### src/rtl/scr_arb_pkg.sv
// Shared types and default sizing for the scratch RAM arbiter.
// Imported by the arbiter top and its burst counter.
package scr_arb_pkg;

  localparam int unsigned DEF_ADDR_W    = 8;
  localparam int unsigned DEF_DATA_W    = 10;
  localparam int unsigned DEF_MAX_BURST = 8;
  localparam int unsigned BURST_W       = 8;

  typedef enum logic [1:0] {
    IDLE  = 2'd0,
    OWN_A = 2'd1,
    OWN_B = 2'd2
  } arb_state_e;

  typedef enum logic {
    PORT_A = 1'b0,
    PORT_B = 1'b1
  } owner_e;

endpackage

### src/rtl/scr_arb_burst_cnt.sv
// Saturating count of locked transfers made while the other port waits.
// limit_o reports that the transfer happening this cycle is the last one allowed.
module scr_arb_burst_cnt
  import scr_arb_pkg::*;
#(
  parameter int unsigned MAX_BURST = DEF_MAX_BURST
) (
  input  logic clk_i,
  input  logic rst_ni,
  input  logic clr_i,
  input  logic inc_i,
  output logic limit_o
);

  localparam logic [BURST_W-1:0] MAX_L = BURST_W'(MAX_BURST);

  logic [BURST_W-1:0] cnt_q, cnt_d;

  always_comb begin
    cnt_d = cnt_q;
    if (clr_i) begin
      cnt_d = '0;
    end else if (inc_i && (cnt_q < MAX_L)) begin
      cnt_d = cnt_q + BURST_W'(1);
    end
  end

  // Looking one transfer ahead lets the owner release on the edge of its last
  // allowed transfer, so the waiting port is granted without a gap.
  always_comb begin
    if (inc_i) begin
      limit_o = (cnt_q >= (MAX_L - BURST_W'(1)));
    end else begin
      limit_o = (cnt_q >= MAX_L);
    end
  end

  always_ff @(posedge clk_i or negedge rst_ni) begin
    if (!rst_ni) begin
      cnt_q <= '0;
    end else begin
      cnt_q <= cnt_d;
    end
  end

endmodule

### src/rtl/scr_arbiter.sv
// Two-port arbiter for an external scratch RAM: round-robin on ties, optional
// locked bursts bounded by MAX_BURST, registered read data with a valid pulse.
module scr_arbiter
  import scr_arb_pkg::*;
#(
  parameter int unsigned ADDR_W    = DEF_ADDR_W,
  parameter int unsigned DATA_W    = DEF_DATA_W,
  parameter int unsigned MAX_BURST = DEF_MAX_BURST
) (
  input  logic              CLK,
  input  logic              RST_N,
  input  logic              REQ_A,
  input  logic              REQ_B,
  input  logic              WE_A,
  input  logic              WE_B,
  input  logic              LOCK_A,
  input  logic              LOCK_B,
  input  logic [ADDR_W-1:0] ADDR_A,
  input  logic [ADDR_W-1:0] ADDR_B,
  input  logic [DATA_W-1:0] WDATA_A,
  input  logic [DATA_W-1:0] WDATA_B,
  output logic              GNT_A,
  output logic              GNT_B,
  output logic [DATA_W-1:0] RDATA_A,
  output logic [DATA_W-1:0] RDATA_B,
  output logic              RVALID_A,
  output logic              RVALID_B,
  output logic [ADDR_W-1:0] SCR_ADDR,
  output logic [DATA_W-1:0] SCR_DATA_IN,
  output logic              SCR_WE,
  input  logic [DATA_W-1:0] SCR_DATA_OUT,
  output arb_state_e        DBG_STATE
);

  arb_state_e        state_q, state_d;
  owner_e            last_q, last_d;
  logic [DATA_W-1:0] rdata_a_q, rdata_b_q;
  logic              rvalid_a_q, rvalid_b_q;
  logic              xfer_a, xfer_b;
  logic              burst_inc, burst_clr, burst_limit;

  assign xfer_a = (state_q == OWN_A) && REQ_A;
  assign xfer_b = (state_q == OWN_B) && REQ_B;

  // Only locked transfers that keep the other port waiting consume budget.
  assign burst_inc = (xfer_a && LOCK_A && REQ_B) || (xfer_b && LOCK_B && REQ_A);
  assign burst_clr = (state_d != state_q);

  scr_arb_burst_cnt #(
    .MAX_BURST(MAX_BURST)
  ) u_burst_cnt (
    .clk_i  (CLK),
    .rst_ni (RST_N),
    .clr_i  (burst_clr),
    .inc_i  (burst_inc),
    .limit_o(burst_limit)
  );

  always_comb begin
    state_d = state_q;
    unique case (state_q)
      IDLE: begin
        if (REQ_A && REQ_B) begin
          state_d = (last_q == PORT_A) ? OWN_B : OWN_A;
        end else if (REQ_A) begin
          state_d = OWN_A;
        end else if (REQ_B) begin
          state_d = OWN_B;
        end
      end
      OWN_A: begin
        if (REQ_A && LOCK_A && (!REQ_B || !burst_limit)) begin
          state_d = OWN_A;
        end else if (REQ_B) begin
          state_d = OWN_B;
        end else if (REQ_A) begin
          state_d = OWN_A;
        end else begin
          state_d = IDLE;
        end
      end
      OWN_B: begin
        if (REQ_B && LOCK_B && (!REQ_A || !burst_limit)) begin
          state_d = OWN_B;
        end else if (REQ_A) begin
          state_d = OWN_A;
        end else if (REQ_B) begin
          state_d = OWN_B;
        end else begin
          state_d = IDLE;
        end
      end
      default: state_d = IDLE;
    endcase
  end

  always_comb begin
    last_d = last_q;
    if (xfer_a) begin
      last_d = PORT_A;
    end else if (xfer_b) begin
      last_d = PORT_B;
    end
  end

  // The RAM port is driven straight from the owning requester; idle values are zero.
  always_comb begin
    SCR_ADDR    = '0;
    SCR_DATA_IN = '0;
    SCR_WE      = 1'b0;
    if (xfer_a) begin
      SCR_ADDR    = ADDR_A;
      SCR_DATA_IN = WDATA_A;
      SCR_WE      = WE_A;
    end else if (xfer_b) begin
      SCR_ADDR    = ADDR_B;
      SCR_DATA_IN = WDATA_B;
      SCR_WE      = WE_B;
    end
  end

  always_ff @(posedge CLK or negedge RST_N) begin
    if (!RST_N) begin
      state_q    <= IDLE;
      last_q     <= PORT_B;
      rdata_a_q  <= '0;
      rdata_b_q  <= '0;
      rvalid_a_q <= 1'b0;
      rvalid_b_q <= 1'b0;
    end else begin
      state_q    <= state_d;
      last_q     <= last_d;
      rvalid_a_q <= xfer_a && !WE_A;
      rvalid_b_q <= xfer_b && !WE_B;
      if (xfer_a && !WE_A) begin
        rdata_a_q <= SCR_DATA_OUT;
      end
      if (xfer_b && !WE_B) begin
        rdata_b_q <= SCR_DATA_OUT;
      end
    end
  end

  assign GNT_A     = (state_q == OWN_A);
  assign GNT_B     = (state_q == OWN_B);
  assign RDATA_A   = rdata_a_q;
  assign RDATA_B   = rdata_b_q;
  assign RVALID_A  = rvalid_a_q;
  assign RVALID_B  = rvalid_b_q;
  assign DBG_STATE = state_q;

endmodule
### config.mk
export PLATFORM = sky130hd
export DESIGN_NAME = scr_arbiter
export DESIGN_NICKNAME = d
export VERILOG_FILES = /design/src/rtl/scr_arb_pkg.sv /design/src/rtl/scr_arb_burst_cnt.sv /design/src/rtl/scr_arbiter.sv
export SDC_FILE = /design/constraint.sdc
export NUM_CORES = 1
export LEC_CHECK = 0
export CORE_MARGIN = 5
export CORE_UTILIZATION = 55
export CTS_CLUSTER_SIZE = 14
export DETAILED_ROUTE_END_ITERATION = 16
export DONT_BUFFER_PORTS = 1
export PLACE_DENSITY = 0.7
export SYNTH_ARGS = -nofsm -noshare
export SYNTH_HDL_FRONTEND = slang
export SYNTH_HIERARCHICAL = 1
export SYNTH_SLANG_ARGS = --single-unit
### constraint.sdc
create_clock -name CLK -period 6.83 [get_ports CLK]
set_clock_uncertainty 0.1 [all_clocks]
set_input_delay 0.683 -clock CLK [delete_from_list [all_inputs] [get_ports CLK]]
set_output_delay 0.683 -clock CLK [all_outputs]
set_load 0.02 [all_outputs]
After elaboration in Yosys (flattened, before gate mapping)
Index checks and enable logic that the tools add are counted.
W data, S select, Z words.
- register bits: 33
- input bits: 54
- order comparisons: 3
- equality and inequality tests: 3
- reductions and logical operators: 25
- $add $sub $neg: 1
- mux-type cells: 22
- operator list (cell ; number):
    $mux W8 ; 4
    $mux W10 ; 2
    $mux W2 ; 9
    $logic_and A1 B1 Y1 ; 14
    $add A8 B1 Y8 const B ; 1
    $ge A8 B3 Y1 const B ; 1
    $ge A8 B4 Y1 const B ; 1
    $lt A8 B4 Y1 const B ; 1
    $mux W1 ; 6
    $pmux W2 S3 ; 1
    $logic_not A1 Y1 ; 5
    $reduce_bool A2 Y1 ; 2
    $logic_or A1 B1 Y1 ; 3
    $eq A2 B1 Y1 const B ; 1
    $eq A2 B2 Y1 const B ; 1
    $logic_not A2 Y1 ; 1
    $ne A2 B2 Y1 ; 1

Longest topological paths before layout
- word-level depth: 13
- depth in mapped cells: 11
- mapped depth without buffers: 9

Modules after synthesis
Netlist, hierarchy kept.
- by module, submodules not included (module ; sequential area each (sq um) ; cells an instance ; area an instance (sq um) ; instances):
    scr_arbiter ; 626.9 ; 100 ; 1340.0 ; 1
    scr_arb_burst_cnt ; 200.2 ; 33 ; 394.1 ; 1

Worst setup path after synthesis
OpenSTA, ideal clock, no wires.
- path kind: flip-flop to flip-flop
- from: register state_q[0], in the netlist DBG_STATE[0]
- to: register u_burst_cnt.cnt_q[2]
- setup time: 0.128 ns
- cell stages (with the launch flop): 12
- path buffers: 2
- data required time: 6.602 ns
- setup slack: 4.138 ns
- arrival: 2.465 ns
- cells stage by stage: dfrtp_1 buf_6 nor2b_1 a22oi_1 nor2_1 a311o_1 nand2b_1 nand2_1 a211oi_1 clkbuf_2 nor2_1 mux2_1
- word-level cells in the longest chain between the ends: 13
- RTL lines (element ; RTL line ; source):
    start, declared ; scr_arbiter.sv:35 ; arb_state_e state_q, state_d;
    start signal, assigned ; scr_arbiter.sv:131 ; state_q <= state_d;
    $eq A2 B1 Y1 (*) ; - ;
    net GNT_A ; scr_arbiter.sv:22 ; output logic GNT_A,
    $logic_and A1 B1 Y1 (*) ; scr_arbiter.sv:42 ; assign xfer_a = (state_q == OWN_A) && REQ_A;
    $logic_and A1 B1 Y1 (*) (2 in a row) ; scr_arbiter.sv:46 ; assign burst_inc = (xfer_a && LOCK_A && REQ_B) || (xfer_b && LOCK_B && REQ_A);
    $logic_or A1 B1 Y1 (*) ; scr_arbiter.sv:46 ;
    net burst_inc ; scr_arbiter.sv:40 ; logic burst_inc, burst_clr, burst_limit;
    $mux W1 (*) ; scr_arb_burst_cnt.sv:31 ; if (inc_i) begin
    net burst_limit ; scr_arbiter.sv:40 ;
    $logic_not A1 Y1 (*) ; scr_arbiter.sv:72, scr_arbiter.sv:83 ;
    $logic_or A1 B1 Y1 (on tied branches) ; scr_arbiter.sv:83, scr_arbiter.sv:72 ;
    $logic_and A1 B1 Y1 (on tied branches) ; scr_arbiter.sv:83, scr_arbiter.sv:72 ;
    $mux W2 (on tied branches) ; scr_arbiter.sv:83, scr_arbiter.sv:72 ;
    $pmux W2 S3 (*) ; scr_arbiter.sv:61 ; unique case (state_q)
    $ne A2 B2 Y1 (*) ; scr_arbiter.sv:47 ; assign burst_clr = (state_d != state_q);
    net burst_clr ; scr_arbiter.sv:40 ;
    $mux W8 or $reduce_bool A2 Y1 (tied branches) ; - ;
    end signal, assigned ; scr_arb_burst_cnt.sv:42 ; cnt_q <= cnt_d;
    end, declared ; scr_arb_burst_cnt.sv:17 ; logic [BURST_W-1:0] cnt_q, cnt_d;
Mark *: on every way through the listed nets, which the timed path passes. The rest lies on a longest branch.
A chain may end at the register's enable or synchronous reset.

Worst setup path after layout
Same ends and word-level chain as after synthesis.

==> key figures <==
Worst setup path
  – Startpoint types: register
  – Most frequent CP cell: nor2b_1
  – Crit end category: register
  – CP Class: reg2reg
  – Crit-path cells: nor2b_1 -> a22oi_1 -> nor2_1 -> a311o_1 -> nand2b_1 -> a21boi_0 -> a211oi_1 -> nor2b_1 -> mux2_1
  – Crit path max-delay cell type: a211oi_1
  – Critical Path Max Stage Delay: 0.84 ns
  – Worst Path Required: 6.96 ns
  – CP arrival: 3.60 ns
  – Worst-path fanout max: 11

Clock tree
  – CTS Buf Count: 5
  – Clock transition at the registers of the reported paths: 0.10 ns
  – Root buf cell: clkbuf_4
  – Skew-Pair Late Insertion Delay: 0.34 ns
  – CTS Buffer Depth: 2
  – CTS tree: built
  – Sink Count: 33
  – Cts repair resizes: 0
  – H-tree levels: 2

STA
  – Final Max Tran Viols: 0
  – RSZ-0062 raised after global routing: false
  – Setup TNS: 0 ns
  – Final critical-path share of the clock period: 50.8%
  – Final setup fails: 0
  – Least-Margin Pin Slew: 1.08 ns
  – Final hold vios: 0
  – Final WS setup: 3.36 ns
  – Relative slew slack: 27.8%
  – Fmax: 288 MHz
  – Minimum clock period: 3.47 ns

Logic synthesis
  – Syn avg cell area: 13.0 µm²
  – Post-synth ARST share: 100%
  – Mux cell area share after synthesis: 19.0%
  – Seq cells post-synth: 33
  – Syn Inst Count: 133
  – Leading register cell type out of synthesis: dfrtp_1
  – Synth Area in Compound Gates: 13.9%
  – Simple-gate share of the synthesized area: 13.3%
  – Xor-xnor portion of the synthesized cell area: 0%
  – Combinational family with the most area after synthesis: multiplexers
  – EDFF count, synth: 0
  – Adder-cell share of the synthesized area: 1.44%
  – Distinct cell type count after synthesis: 35
  – Synth warn: 6
  – Syn nets: 189
  – Seq/Total Area, Yosys: 47.7%
  – Mapped Area: 0.00173 mm²

GRT
  – Gr busiest metal: met2
  – Met1 Track Usage GR: 23.7%
  – GR Util met3: 6.46%
  – Vias in the first global route: 1123
  – First-pass GRT wire length: 5.91 mm
  – Grt ovf: 0
  – Largest net degree at the start of global routing: 33
  – Initial antenna violation count: 0
  – Total track usage: 18.2%
  – Met2 usage: 27.4%

Final layout
  – ANT cells: 0
  – Syn-to-layout area delta: 5.41%
  – Most frequent cells in the layout: 32 x dfrtp_1, 19 x a22o_1, 19 x mux2_4
  – Final non-filler cell total: 177
  – Commonest non-fill, non-tap cell in the layout: dfrtp_1
  – Final net count: 188
  – Share of cells above drive strength 1: 26.3%
  – Util after Layout: 60.4%

Routing
  – 1st-pass router iterations: 4
  – Routed WL: 3.89 mm
  – Routed vias: 1082
  – Initial DRC Count: 131
  – DRC viols: 0
  – Post-route ant nets: 0
  – WL/cell: 22.0 µm
  – Drt via density: 6.11

Die
  – I/O Pins: 99
  – Die ar.: 0.00438 mm²
  – Core Region: 0.00303 mm²
  – Die height: 66.2 µm
  – Initial Util: 57.3%
  – Die W: 66.2 µm
  – FP Rows: 20

Min path
  – Hold Crit Class: in2async

Placement
  – GPL Wtd Cong: 0.833
  – Inst Count DP: 168
  – Dpl hpwl: 2.85 mm
  – I/O Buffers: 0
  – Setup Slack @ Placement: 3.41 ns

Job
  – Max Cap Viol: 0

Outcome
  – Status: finished, final reports clean

Power and ir drop
  – LEAKAGE: 0.000823 µW
  – PD cells: 376 mW/mm²
  – Max VDD drop: 0.000271 V
-- cells in the mapped netlist (all sizes together), types with 2 or more instances --
| cell type | count | area [µm²] |
|---|---|---|
| inv | 3 | 11.3 |
| nor2 | 4 | 15.0 |
| mux2 | 22 | 319 |
| ha | 2 | 25.0 |
| nor2b | 10 | 77.6 |
| dfrtp | 32 | 801 |
| nand2 | 5 | 18.8 |
| a22o | 19 | 166 |
| and3b | 3 | 26.3 |
| nand2b | 4 | 25.0 |
| buf | 8 | 65.1 |
| nor3 | 2 | 10.0 |
| nor3b | 2 | 26.3 |
-- timing repair --
action / 4_1_cts / 5_1_grt
setup buffers: 0 / 0
endpoints found under the hold margin: 32 / 0
hold buffers: 1 / 0
setup endpoints to repair: 0 / 0
-- worst max-delay path: cells and delay by family, from the launching register on --
kind / cells / cell delay [ns]
muxes: 1 / 0.32
AOI/OAI and AO/OA: 4 / 1.35
DFF: 1 / 0.63
and+or+nand+nor: 4 / 0.97
-- state kept, by name (all words and copies together), names as in the netlist --
signal / count
last_q: 1
u_burst_cnt/cnt_q: 8
DBG_STATE: 2
RVALID_B: 1
RVALID_A: 1
RDATA_A: 10
RDATA_B: 10
-- cell families (layout without fill, tap and decap cells) --
family	count (synthesis)	in the layout
simple gates	34	34
flops	33	33
compound gates	29	29
mux	23	23
buf+inv	12	12
fa+ha+maj	2	2
-- through the flow --
stage               power [µW]  hold slack (ns)  area, µm²
detailed placement         529            0.288       1720
CTS                        692           0.0514       1830
finish                     687           0.0541       1830
floorplan                  505            0.287       1730
global placement           521            0.288       1720
global route               716           0.0470       1830
-- layer usage --
| metal | part of all wire, % | up-vias |
|---|---|---|
| met5 | 0 | - |
| met4 | 1.5 | 0 |
| met3 | 8.1 | 7 |
| met2 | 51 | 38 |
| met1 | 40 | 556 |
| li1 | - | 481 |
-- area by class of cell --
| cell class | count | area (µm²) |
|---|---|---|
| Clock buffer | 6 | 51.3 |
| Clock inverter | 2 | 37.5 |
| Fill cell | 243 | 1200 |
| Inverter | 3 | 11.3 |
| Multi-Input combinational cell | 88 | 826 |
| Sequential cell | 33 | 827 |
| Tap cell | 44 | 55.1 |
| Timing Repair Buffer | 1 | 20.0 |
-- final timing paths --
| kind | cells past startpoint | slack (ns) | startpoint | end |
|---|---|---|---|---|
| min in group CLK | 1 | 0.32 | REQ_B | DBG_STATE[0] |
| worst max-delay path | 9 | 3.36 | DBG_STATE[0] | u_burst_cnt/cnt_q[2] |
| max in group asynchronous | 1 | 6.40 | RST_N | u_burst_cnt/cnt_q[0] |
| worst min register to register | 2 | 0.40 | last_q | last_q |
| worst max register to register | 9 | 3.36 | DBG_STATE[0] | u_burst_cnt/cnt_q[2] |
| worst min-delay path | 1 | 0.05 | RST_N | u_burst_cnt/cnt_q[2] |
-- report_power, final --
part / total (µW) / internal, µW / switching (µW)
Clock: 157 / 87.0 / 70.5
Combinational: 151 / 89.6 / 61.6
Sequential: 378 / 255 / 122
Total: 687 / 432 / 255
No activity file was read; power rests on OpenSTA's default activity.
